===== src/rtl/cache_ctrl.sv =====
// Cache write/dump sequencer: fills a byte SRAM from the host, then streams
// it out to the downstream stage when full or on a flush request.
module cache_ctrl #(
    parameter int DEPTH = 255
) (
    input  logic       clk,
    input  logic       n_rst,
    input  logic       wr_valid,
    output logic       wr_ready,
    input  logic       flush,
    input  logic       rd_ready,
    output logic       rd_valid,
    output logic [7:0] cache_addr,
    output logic       cache_wen,
    output logic       cache_ren,
    output logic       cnt_enable,
    output logic       cnt_clear,
    output logic [7:0] rollover_val,
    input  logic [7:0] count_out,
    input  logic       rollover_flag,
    output logic [7:0] fill_level,
    output logic       dump_busy,
    output logic       dump_done
);

    localparam logic [7:0] DEPTH_VAL = 8'(DEPTH);

    typedef enum logic [1:0] {
        INIT,
        FILL,
        DUMP
    } state_t;

    state_t     state;
    state_t     next_state;
    logic [7:0] fill_len;
    logic       flush_pend;
    logic       flush_dump;
    logic       start_dump;

    // A pending flush only becomes a dump when there is something to dump.
    assign flush_dump = flush_pend && (count_out != 8'd0);
    assign start_dump = (state == FILL) && (rollover_flag || flush_dump);

    always_ff @(posedge clk or negedge n_rst) begin
        if (!n_rst) begin
            state <= INIT;
        end else begin
            state <= next_state;
        end
    end

    always_comb begin
        next_state = state;
        case (state)
            INIT: next_state = FILL;
            FILL: if (start_dump) next_state = DUMP;
            DUMP: if (rollover_flag) next_state = FILL;
            default: next_state = INIT;
        endcase
    end

    // An empty-cache flush is dropped here simply by not being re-armed.
    always_ff @(posedge clk or negedge n_rst) begin
        if (!n_rst) begin
            fill_len   <= 8'd0;
            flush_pend <= 1'b0;
            rd_valid   <= 1'b0;
        end else begin
            rd_valid <= cache_ren;
            if (start_dump) begin
                fill_len <= rollover_flag ? DEPTH_VAL : count_out;
            end
            if (state == FILL) begin
                flush_pend <= flush && !start_dump;
            end else begin
                flush_pend <= 1'b0;
            end
        end
    end

    always_comb begin
        wr_ready     = 1'b0;
        cache_addr   = 8'd0;
        cache_wen    = 1'b0;
        cache_ren    = 1'b0;
        cnt_enable   = 1'b0;
        cnt_clear    = 1'b0;
        rollover_val = 8'd0;
        fill_level   = 8'd0;
        dump_busy    = 1'b0;
        dump_done    = 1'b0;
        case (state)
            INIT: begin
                cnt_clear = 1'b1;
            end
            FILL: begin
                rollover_val = DEPTH_VAL;
                fill_level   = count_out;
                cache_addr   = count_out;
                wr_ready     = !rollover_flag && !flush_pend;
                if (start_dump) begin
                    cnt_clear = 1'b1;
                end else if (wr_valid && wr_ready) begin
                    cache_wen  = 1'b1;
                    cnt_enable = 1'b1;
                end
            end
            DUMP: begin
                rollover_val = fill_len;
                dump_busy    = 1'b1;
                cache_addr   = count_out;
                if (rollover_flag) begin
                    cnt_clear = 1'b1;
                    dump_done = 1'b1;
                end else if (rd_ready) begin
                    cache_ren  = 1'b1;
                    cnt_enable = 1'b1;
                end
            end
            default: begin
                cnt_clear = 1'b1;
            end
        endcase
    end

endmodule


===== config.mk =====
export PLATFORM = sky130hd
export DESIGN_NAME = cache_ctrl
export DESIGN_NICKNAME = d
export VERILOG_FILES = /design/src/rtl/cache_ctrl.sv
export SDC_FILE = /design/constraint.sdc
export NUM_CORES = 1
export LEC_CHECK = 0
export CORE_MARGIN = 2
export CORE_UTILIZATION = 61
export DETAILED_ROUTE_END_ITERATION = 8
export DONT_BUFFER_PORTS = 1
export PLACE_DENSITY = 0.77
export SYNTH_ARGS = -nofsm -noshare
export SYNTH_HDL_FRONTEND = slang
export SYNTH_SLANG_ARGS = --single-unit
export TNS_END_PERCENT = 50

===== constraint.sdc =====
create_clock -name clk -period 2.2 [get_ports clk]
set_clock_uncertainty 0.15 [all_clocks]
set_input_delay 0.22 -clock clk [delete_from_list [all_inputs] [get_ports clk]]
set_output_delay 0.22 -clock clk [all_outputs]
set_load 0.005 [all_outputs]

---- Word-level counts from Yosys, hierarchy flattened ----
Cells that the tools add are included.
word-level totals
  register bits ........................... 12
  output and inout port bits .............. 32
  logic and storage cells ................. 42
cells by class
  eq/ne operators ......................... 4
  multiplexer cells ....................... 21
  reductions and logical operators ........ 13
operators with widths
  kind                                                              count
  8-bit two-way mux                                                 3
  8-bit case mux with 2 select lines                                1
  1-bit two-way mux                                                 12
  8-bit nonzero test                                                1
  2-bit case mux with 3 select lines                                1
  1-bit logical AND                                                 5
  2-bit two-way mux                                                 2
  2-bit != test (second input constant)                             2
  1-bit case mux with 2 select lines                                2
  1-bit logical NOT                                                 3
  2-bit by 1-bit == test with 1-bit output (second input constant)  1
  2-bit == test (second input constant)                             1
  2-bit logical NOT                                                 1
  2-bit AND reduction                                               1
  2-bit OR reduction                                                1
  1-bit logical OR                                                  1

---- Logic depth before layout (Yosys ltp) ----
Gate-level depths: netlist (run 1).
  word-level depth ........................ 7
  mapped depth ............................ 6

---- Worst setup path after synthesis (run 1) ----
Ideal clock, no wire load.
  path kind ............................... register to output
  start point ............................. reg state[1]
  end point ............................... out cnt_enable
  data arrival time ....................... 1522 ps
  data required time ...................... 1830 ps
  path slack .............................. 308 ps
  cell stages (with the launch flop) ...... 7
  cell sequence ........................... dfrtp_1 inv_1 ha_1 clkbuf_1 nor3b_1 and2_1 o21a_1
on the way
  longest elaborated chain between the ends .. 4
ends and longest elaborated chain
  element                                   line    source
  from (decl)                               34      state_t state;
  from (signal assigned)                    49      state <= next_state;
  2-bit by 1-bit == test with 1-bit output  43, 93
  1-bit logical AND                         43      assign start_dump = (state == FILL) && (rollover_flag || flush_dump);
  1-bit two-way mux                         102     if (start_dump) begin
  1-bit case mux with 2 select lines (*)    93      case (state)
  to (decl)                                 16      output logic cnt_enable,
Every way passes the cells marked *; elsewhere a longest branch is shown, timed or not.

---- Final worst setup path (run 1) ----
Ends and elaborated chain as after synthesis.

==> flow_summary_export.csv, run 1 <==
group,metric,value,unit
grt,grt_pass1_wl,3720,microns
power,p_int,796,uW
logic_synthesis,synth_nets,150,
placement,portBuffers,0,
floorplanning,fp-row-count,15,
worst_setup_path,worstSetupPathType,"reg -> out",
clock_tree,cts_tree,"built",
cells_and_area,area_growth,3.97,%
logic_synthesis,synth_cell_types,27,
worst_setup_path,r2r_cells,6,
cells_and_area,fin_nets,153,
worst_hold_path,whs_path_depth,2,
grt,grt_pass1_vias,809,
grt,overflow,0,
timing,setup_tns,0,ps
logic_synthesis,avgSynthCellArea,8.65,sq um
clock_tree,clk_pin_slew,80,ps
route,wl_per_cell,16.1,microns
worst_setup_path,worstPathRequired,1830,ps
logic_synthesis,ys_warn_count,0,
timing,slew_headroom,0.581,
worst_setup_path,cp_max_fo,13,
logic_synthesis,synth.area.top_cells,"dfrtp_1, a211oi_2, and2_1, o2111a_1, ha_1",
timing,rsz0062_at_grt,"true",
timing,worst_pin_slew,627,ps
placement,hpwl,1870,microns
power,power_frac_clock,0.091,
logic_synthesis,syn_area,1130,sq um
clock_tree,clk_latency,270,ps
power,p_sw_frac,0.463,
clock_tree,cts_made_buffers,3,
flow_run,cap_violations,0,
floorplanning,fp.coreArea,1750,sq um
worst_setup_path,crit_arrival,1750,ps
clock_tree,htreeDepth,1,
route,ant_nets,0,
route,wl,2530,microns
route,viasPerCell,5.96,
cells_and_area,final_cell_mix,"and2_1, nor2_1, inv_1",
grt,grt_usage,0.241,
route,num_vias,935,
timing,fin_crit_sh,0.963,
logic_synthesis,seq_area_frac_synth,0.265,
floorplanning,dieArea,2220,sq um
floorplanning,io_pins,46,
timing,finalSetupViolations,0,
worst_setup_path,end_kind,"output pin",
logic_synthesis,synthArstFlopShare,1.00,
floorplanning,die_w,47.1,microns
grt,grt_antenna_before_repair,0,
logic_synthesis,ys_ff_latch,12,
placement,place_area,1130,sq um
logic_synthesis,synth_ff_type,"dfrtp_1",
floorplanning,initial_core_util,0.649,
cells_and_area,final_core_util,0.675,
grt,grt_max_degree,20,
worst_setup_path,start_kind,"flip-flop",
worst_hold_path,hp-class,"in -> reg",
power,powerDensity,1260,nW/um^2
timing,maxSlewViolCount,0,
cells_and_area,design_area,1180,sq um
floorplanning,die_h,47.1,microns
timing,min_period,2120,ps
power,power_switching,686,uW
power,combPwrFrac,0.624,
run_status,outcome,"finished clean",
logic_synthesis,synth-edff-count,0,
route,drtPass1Iterations,4,
clock_tree,clkSinkCount,12,
timing,max_freq,472,MHz
cells_and_area,antenna_cells,0,
clock_tree,cts_root_buf,"clkbuf_4",
logic_synthesis,synth.largest_area_cell,"dfrtp_1",
logic_synthesis,syn_inst,131,
route,drc,0,
route,drt_iter0_markers,24,
power,vdd_ir_drop_max,0.661,mV
logic_synthesis,synth_top_area_share,0.265,
timing,hold_viol_final,0,
cells_and_area,layout-drive-gt1-share,0.182,
power,leakage,0.496,nW
placement,place_congestion,0.903,
clock_tree,clockBufferDepth,2,
power,power_frac_seq,0.285,
power by group through the flow:
| stage | clock [mW] | combinational [mW] | sequential, mW |
|---|---|---|---|
| 5_1_grt | 0.152 | 1.03 | 0.436 |
| 2_1_floorplan | 0 | 0.775 | 0.393 |
| 4_1_cts | 0.140 | 0.924 | 0.419 |
| 3_3_place_gp | 0 | 0.892 | 0.414 |
| 3_5_place_dp | 0 | 0.915 | 0.423 |
| 6_report | 0.134 | 0.924 | 0.423 |
sequential cells by signal, summed over array words and instances (netlist names):
name,count
fill_len,8
state,2
flush_pend,1
rd_valid,1
layer usage:
metal | share of wire | up-vias | routed length (microns) | track usage
li1 | - | 463 | - | -
met1 | 0.46 | 440 | 1170 | 0.300
met2 | 0.48 | 30 | 1220 | 0.422
met3 | 0.051 | 2 | 128 | 0.0692
met4 | 0.0032 | 0 | 8 | 0.0333
met5 | 0 | - | 0 | 0
cell usage after synthesis (3+ instances only):
cell / number
nor2b_1: 10
nand4_1: 4
inv_1: 13
a21oi_1: 8
buf_6: 5
o211ai_1: 3
clkbuf_1: 4
ha_1: 5
a211oi_2: 8
dfrtp_1: 12
and2_1: 16
o2111a_1: 8
nor2_1: 16
area by class of cell:
class | count | area (sq um)
Clock buffer | 3 | 22.5
Sequential cell | 12 | 300
Multi-Input combinational cell | 96 | 711
Inverter | 13 | 48.8
Timing Repair Buffer | 8 | 65.1
Tap cell | 25 | 31.3
Fill cell | 159 | 567
cells by family (layout without fill, tap and decap cells):
family / Yosys count / count (layout) / synth area share
AOI/OAI and AO/OA: 33 / 33 / 0.268
adders and majority gates: 5 / 5 / 0.0552
buffers and inverters: 23 / 24 / 0.113
DFF: 12 / 12 / 0.265
and+or+nand+nor: 58 / 58 / 0.299
worst max-delay path, cell delays in order, from the launching register on:
cell     delay, ps
dfrtp_1        440
inv_1          130
ha_2           300
nor3b_1        270
and2_1         190
o21a_1         130
final timing paths:
check,startpoint,end,slack (ps)
min in group asynchronous,n_rst,state[0],250
min,rollover_flag,fill_len[6],10
min reg2reg,fill_len[2],fill_len[2],440
max reg2reg,state[1],fill_len[4],430
max,state[1],cnt_enable,80
max in group asynchronous,n_rst,fill_len[7],1240
per-stage QoR:
stage	total power [mW]	hold slack [ps]	std cells	setup slack (ps)
floorplan	1.17	-226	131	308
global placement	1.31	-225	152	404
detailed placement	1.34	-225	152	335
CTS	1.48	7.24	157	9.91
global route	1.62	10.4	157	-20.1
finish	1.48	11.3	157	81.2
timing repair:
action | CTS | global route
endpoints found under the hold margin | 13 | 0
hold buffers | 2 | 0
resized for setup | 0 | 2
buffers inserted | 0 | 0
endpoints found under the setup margin | 0 | 10
No activity file was read; power rests on OpenSTA's default activity.
==> run 2, diff against run 1 <==
PLACE_DENSITY = default   (was 0.77)
PLACE_DENSITY_LB_ADDON = 0.08   (was default)
==> run 2 against run 1 <==
Against the previous run:
- cell count is 0.64% higher
- global-route usage is 1.5 points higher
- routed wire length is 0.36% higher
- count of clock-buffer cells in the layout is 1 higher
- combinational power hardly changed
- final area is 1.6% higher
- sequential share of layout area is 0.40 points lower
- highest routed layer unchanged
- register-to-register slack better by 20 ps
- non-clock buffer count stayed put
- sequential cell count stayed put
==> flow_summary_export.csv, run 2 (synthesized netlist as in run 1, its figures left out) <==
group,metric,value,unit
cells_and_area,n_fill_cell,157,
timing,fin_crit_sh,0.933,
cells_and_area,top_regs,"fill_len: 8 flops, state: 2 flops",
timing,finalSetupViolations,0,
route,wl,2530,microns
worst_setup_path,r2r_cells,6,
grt,grt_pass1_wl,3910,microns
timing,maxSlewViolCount,0,
route,drtPass1Iterations,4,
clock_tree,htreeDepth,1,
floorplanning,dieArea,2220,sq um
cells_and_area,antenna_cells,0,
cells_and_area,area_growth,5.63,%
clock_tree,cts_root_buf,"clkbuf_4",
floorplanning,fp-row-count,15,
clock_tree,clockBufferDepth,2,
timing,max_freq,487,MHz
floorplanning,die_h,47.1,microns
worst_setup_path,rr_endpoint,"state[0]",
clock_tree,clk_pin_slew,80,ps
floorplanning,initial_core_util,0.649,
floorplanning,io_pins,46,
clock_tree,clk_latency,270,ps
run_status,outcome,"finished clean",
worst_setup_path,max_stage_delay,420,ps
grt,grt_pass1_vias,887,
worst_hold_path,min_from,"rollover_flag",
timing,setup_tns,0,ps
worst_hold_path,hp-class,"in -> reg",
clock_tree,cts_tree,"built",
timing,holdWs,13.8,ps
cells_and_area,regMostFlops,"fill_len",
timing,hold_viol_final,0,
route,wl_per_cell,16.0,microns
route,drc,0,
worst_hold_path,whs_path_depth,2,
power,leakage,0.505,nW
worst_setup_path,cp_max_fo,13,
worst_setup_path,worstSetupPathType,"reg -> out",
worst_setup_path,timing.rr.start,"state[0]",
floorplanning,die_w,47.1,microns
cells_and_area,layout-drive-gt1-share,0.195,
worst_setup_path,end_kind,"output pin",
clock_tree,cts_made_buffers,3,
route,viasPerCell,5.89,
placement,hpwl,1880,microns
worst_setup_path,start_kind,"flip-flop",
floorplanning,fp.coreArea,1750,sq um
clock_tree,clkSinkCount,12,
worst_setup_path,worstPathRequired,1830,ps
worst_setup_path,slowest_stage,"dfrtp_1",
route,ant_nets,0,
timing,slew_headroom,0.626,
clock_tree,post_cts_buffers,0,
placement,place_area,1130,sq um
worst_hold_path,hold_end,"fill_len[7]",
power,vdd_ir_drop_max,0.757,mV
worst_setup_path,reg2reg_slack,450,ps
timing,rsz0062_at_grt,"false",
worst_setup_path,crit_arrival,1680,ps
worst_setup_path,crit_chain,"inv_1 -> ha_2 -> nor3b_2 -> and2_1 -> o21a_1",
grt,grt_antenna_before_repair,0,
grt,overflow,0,
cells_and_area,final_cell_mix,"and2_1, nor2_1, inv_1",
timing,min_period,2050,ps
grt,grt_usage,0.256,
power,powerDensity,1270,nW/um^2
timing,worst_pin_slew,559,ps
placement,portBuffers,0,
cells_and_area,design_area,1200,sq um
route,drt_iter0_markers,15,
grt,grt_max_degree,20,
route,num_vias,930,
flow_run,cap_violations,0,
placement,place_congestion,0.759,
cells_and_area,final_core_util,0.686,
cells_and_area,largest_register_ffs,8,
cells_and_area,fin_nets,153,
run 2: changes by cell type in the layout (fill, tap and decap cells not counted), sizes merged:
cell,change
clkbuf,+1
run 2: worst max-delay path by stage:
stage	from	endpoint	depth (start not counted)
after floorplan	state[1]	cnt_enable	6
after global placement	state[1]	cnt_enable	5
after detailed placement	state[1]	cnt_enable	5
after CTS	state[0]	cnt_clear	4
after global routing	state[1]	cnt_enable	5
final	state[1]	cnt_enable	5
run 2: power by group:
part	switching, mW	internal (mW)	leakage (nW)	total, mW
Clock	0.0762	0.101	0.0210	0.177
Combinational	0.514	0.407	0.338	0.922
Sequential	0.0970	0.322	0.146	0.419
run 2: layout make-up:
cell class | instances | area, sq um | area share
timing repair buffer | 8 | 65.1 | 0.0543
tap | 25 | 31.3 | 0.0261
clock buffer | 4 | 36.3 | 0.0303
multi-input combinational | 96 | 716 | 0.598
inverter | 13 | 48.8 | 0.0408
sequential | 12 | 300 | 0.251
run 2: critical path, delay by kind of cell, from the launching register on:
family,cells,cell delay (ps)
buf+inv,1,120
flops,1,420
compound gates,1,140
simple gates,2,410
fa+ha+maj,1,310
run 2: per-stage QoR:
step / setup slack (ps) / power [mW] / instances
after floorplan: 308 / 1.17 / 131
after global placement: 405 / 1.30 / 152
after detailed placement: 311 / 1.33 / 152
after CTS: 70.6 / 1.52 / 158
after global routing: 15.2 / 1.67 / 158
final: 148 / 1.52 / 158
run 2: repair_timing:
item,4_1_cts,5_1_grt
hold endpoints to repair,13,0
resized for setup,1,2
setup endpoints to repair,1,3
hold buffers,2,0
pin swaps,0,0
run 2: routing by layer:
layer / part of all wire / vias up / wire (microns) / GRT usage
li1: - / 464 / - / -
met1: 0.44 / 436 / 1120 / 0.310
met2: 0.51 / 28 / 1280 / 0.433
met3: 0.044 / 2 / 112 / 0.0615
met4: 0.0075 / 0 / 19 / 0.106
met5: 0 / - / 0 / 0
==> run 3, diff against run 2 <==
ABC_AREA = 1   (was default)
CORE_UTILIZATION = 30   (was 61)
CTS_BUF_LIST = sky130_fd_sc_hd__clkbuf_16   (was default)
==> run 3 against run 2 <==
Against the previous run:
- critical path depth fell by 1
- routed wire length shrank 13%
- first-iteration DRC count up 150%
- via count fell by 14%
- setup slack gained 48 ps
- global-route usage down 12 points
- critical endpoint unchanged
==> flow_summary_export.csv, run 3 <==
group,metric,value,unit
clock_tree,clkSinkCount,12,
timing,finalSetupViolations,0,
clock_tree,cts_made_buffers,3,
cells_and_area,n_fill_cell,329,
route,drtPass1Iterations,4,
logic_synthesis,avgSynthCellArea,6.54,sq um
timing,min_period,2000,ps
logic_synthesis,synth_cell_types,17,
placement,hpwl,1670,microns
floorplanning,fp.coreArea,2810,sq um
floorplanning,dieArea,3480,sq um
timing,maxSlewViolCount,0,
logic_synthesis,synthTopCellsByCount,"nand2_1, inv_1, dfrtp_1, nand3_1, a21oi_1",
timing,worst_pin_slew,587,ps
worst_setup_path,crit_arrival,1630,ps
logic_synthesis,synth_ff_type,"dfrtp_1",
power,power_switching,664,uW
route,viasPerCell,4.65,
logic_synthesis,synth-edff-count,0,
grt,grt_pass1_vias,727,
clock_tree,cts_tree,"built",
clock_tree,cts_resized,0,
clock_tree,ctsHoldBuffers,2,
cells_and_area,fin_nets,163,
route,drt_iter0_markers,37,
logic_synthesis,synth_top_area_share,0.331,
logic_synthesis,syn_area,908,sq um
timing,setup_slack,196,ps
cells_and_area,layout-drive-gt1-share,0.134,
logic_synthesis,synth_nets,158,
power,p_sw_frac,0.453,
cells_and_area,area_growth,13.5,%
route,drc,0,
power,combPwrFrac,0.514,
clock_tree,post_cts_buffers,0,
power,powerDensity,1420,nW/um^2
grt,grt_usage,0.136,
route,num_vias,804,
cells_and_area,largest_register_ffs,8,
route,wl_per_cell,12.7,microns
cells_and_area,instances_no_fill,173,
cells_and_area,final_common_cell,"nand2_1",
power,power_frac_clock,0.223,
placement,place_congestion,0.736,
logic_synthesis,ys_ff_latch,12,
timing,rsz0062_at_grt,"false",
placement,portBuffers,0,
floorplanning,fp-row-count,19,
clock_tree,cts_root_buf,"clkbuf_16",
logic_synthesis,synth.largest_area_cell,"dfrtp_1",
power,leakage,0.633,nW
flow_run,cap_violations,0,
clock_tree,htreeDepth,1,
worst_setup_path,worstPathRequired,1830,ps
worst_setup_path,worstSetupPathType,"reg -> out",
grt,overflow,0,
worst_setup_path,cp_max_fo,13,
worst_setup_path,start_kind,"flip-flop",
cells_and_area,regMostFlops,"fill_len",
clock_tree,clockBufferDepth,2,
route,ant_nets,0,
timing,fin_crit_sh,0.911,
logic_synthesis,ys_warn_count,0,
timing,max_freq,499,MHz
timing,setup_tns,0,ps
floorplanning,die_w,59.0,microns
grt,grt_max_degree,18,
floorplanning,io_pins,46,
clock_tree,clk_latency,240,ps
cells_and_area,final_cell_mix,"nand2_1, inv_1, nand3_1, dfrtp_1, a21oi_1",
power,power_frac_seq,0.263,
cells_and_area,top_regs,"fill_len: 8 flops, state: 2 flops",
cells_and_area,antenna_cells,0,
logic_synthesis,yosysMostFrequentCell,"nand2_1",
placement,dp.cells,168,
floorplanning,die_h,59.0,microns
power,p_int,801,uW
logic_synthesis,synthArstFlopShare,1.00,
power,vdd_ir_drop_max,0.344,mV
logic_synthesis,syn_inst,139,
worst_setup_path,end_kind,"output pin",
floorplanning,initial_core_util,0.324,
placement,dpl_worst_slack,443,ps
run_status,outcome,"finished clean",
worst_hold_path,hp-class,"in -> reg",
clock_tree,clk_pin_slew,40,ps
timing,hold_viol_final,0,
logic_synthesis,seq_area_frac_synth,0.331,
grt,grt_pass1_wl,3480,microns
logic_synthesis,synth.area.top_cells,"dfrtp_1, nand2_1, inv_1, ha_1, nand3_1",
route,wl,2200,microns
grt,grt_antenna_before_repair,0,
timing,slew_headroom,0.607,
## run 3: through the flow
stage               power [mW]  instance area, sq um   util  hold slack (ps)
finish                    1.47                  1030  0.368             52.0
global route              1.61                  1030  0.368             68.2
CTS                       1.49                  1030  0.368             58.2
detailed placement        1.14                   936  0.334             -225
global placement          1.13                   936  0.334             -225
floorplan                0.988                   908      -             -226
## run 3: final cells by class
class,instances,area [sq um],share of cell area
Inverter,25,93.8,0.0910
Clock buffer,3,75.1,0.0728
Multi-Input combinational cell,97,480,0.466
Tap cell,31,38.8,0.0376
Sequential cell,12,300,0.291
Timing Repair Buffer,5,42.5,0.0413
## run 3: layer usage
layer	GRT usage	wire length [microns]
met1	0.204	1100
met3	0.0262	144
met4	0.0682	19
met5	0	0
met2	0.184	931
## run 3: worst paths after layout
kind | from | endpoint | slack, ps | cells past startpoint
setup / recovery | state[0] | cnt_enable | 200 | 4
hold / removal | rd_ready | rd_valid | 50 | 2
setup reg to reg | state[0] | state[0] | 580 | 5
hold reg to reg | fill_len[7] | fill_len[7] | 320 | 2
max in group asynchronous | n_rst | flush_pend | 1240 | 1
min in group asynchronous | n_rst | fill_len[3] | 280 | 1
## run 3: kinds of logic after synthesis
kind of cell / count (synthesis) / synth area share
adder cells (fa/ha/maj): 5 / 0.0689
buffers and inverters: 30 / 0.140
flip-flops: 12 / 0.331
AND/OR/NAND/NOR: 82 / 0.401
AO/OA/AOI/OAI: 10 / 0.0592
## run 3: power by group through the flow
stage / clock [mW] / combinational, mW / sequential, mW
floorplan: 0 / 0.616 / 0.372
global placement: 0 / 0.743 / 0.385
detailed placement: 0 / 0.753 / 0.387
CTS: 0.335 / 0.766 / 0.385
global route: 0.346 / 0.869 / 0.395
finish: 0.327 / 0.753 / 0.385
## run 3: critical path: stages, from the launching register on
cell	delay, ps
dfrtp_1	420
inv_1	100
ha_1	460
nand3_1	190
a21oi_1	220
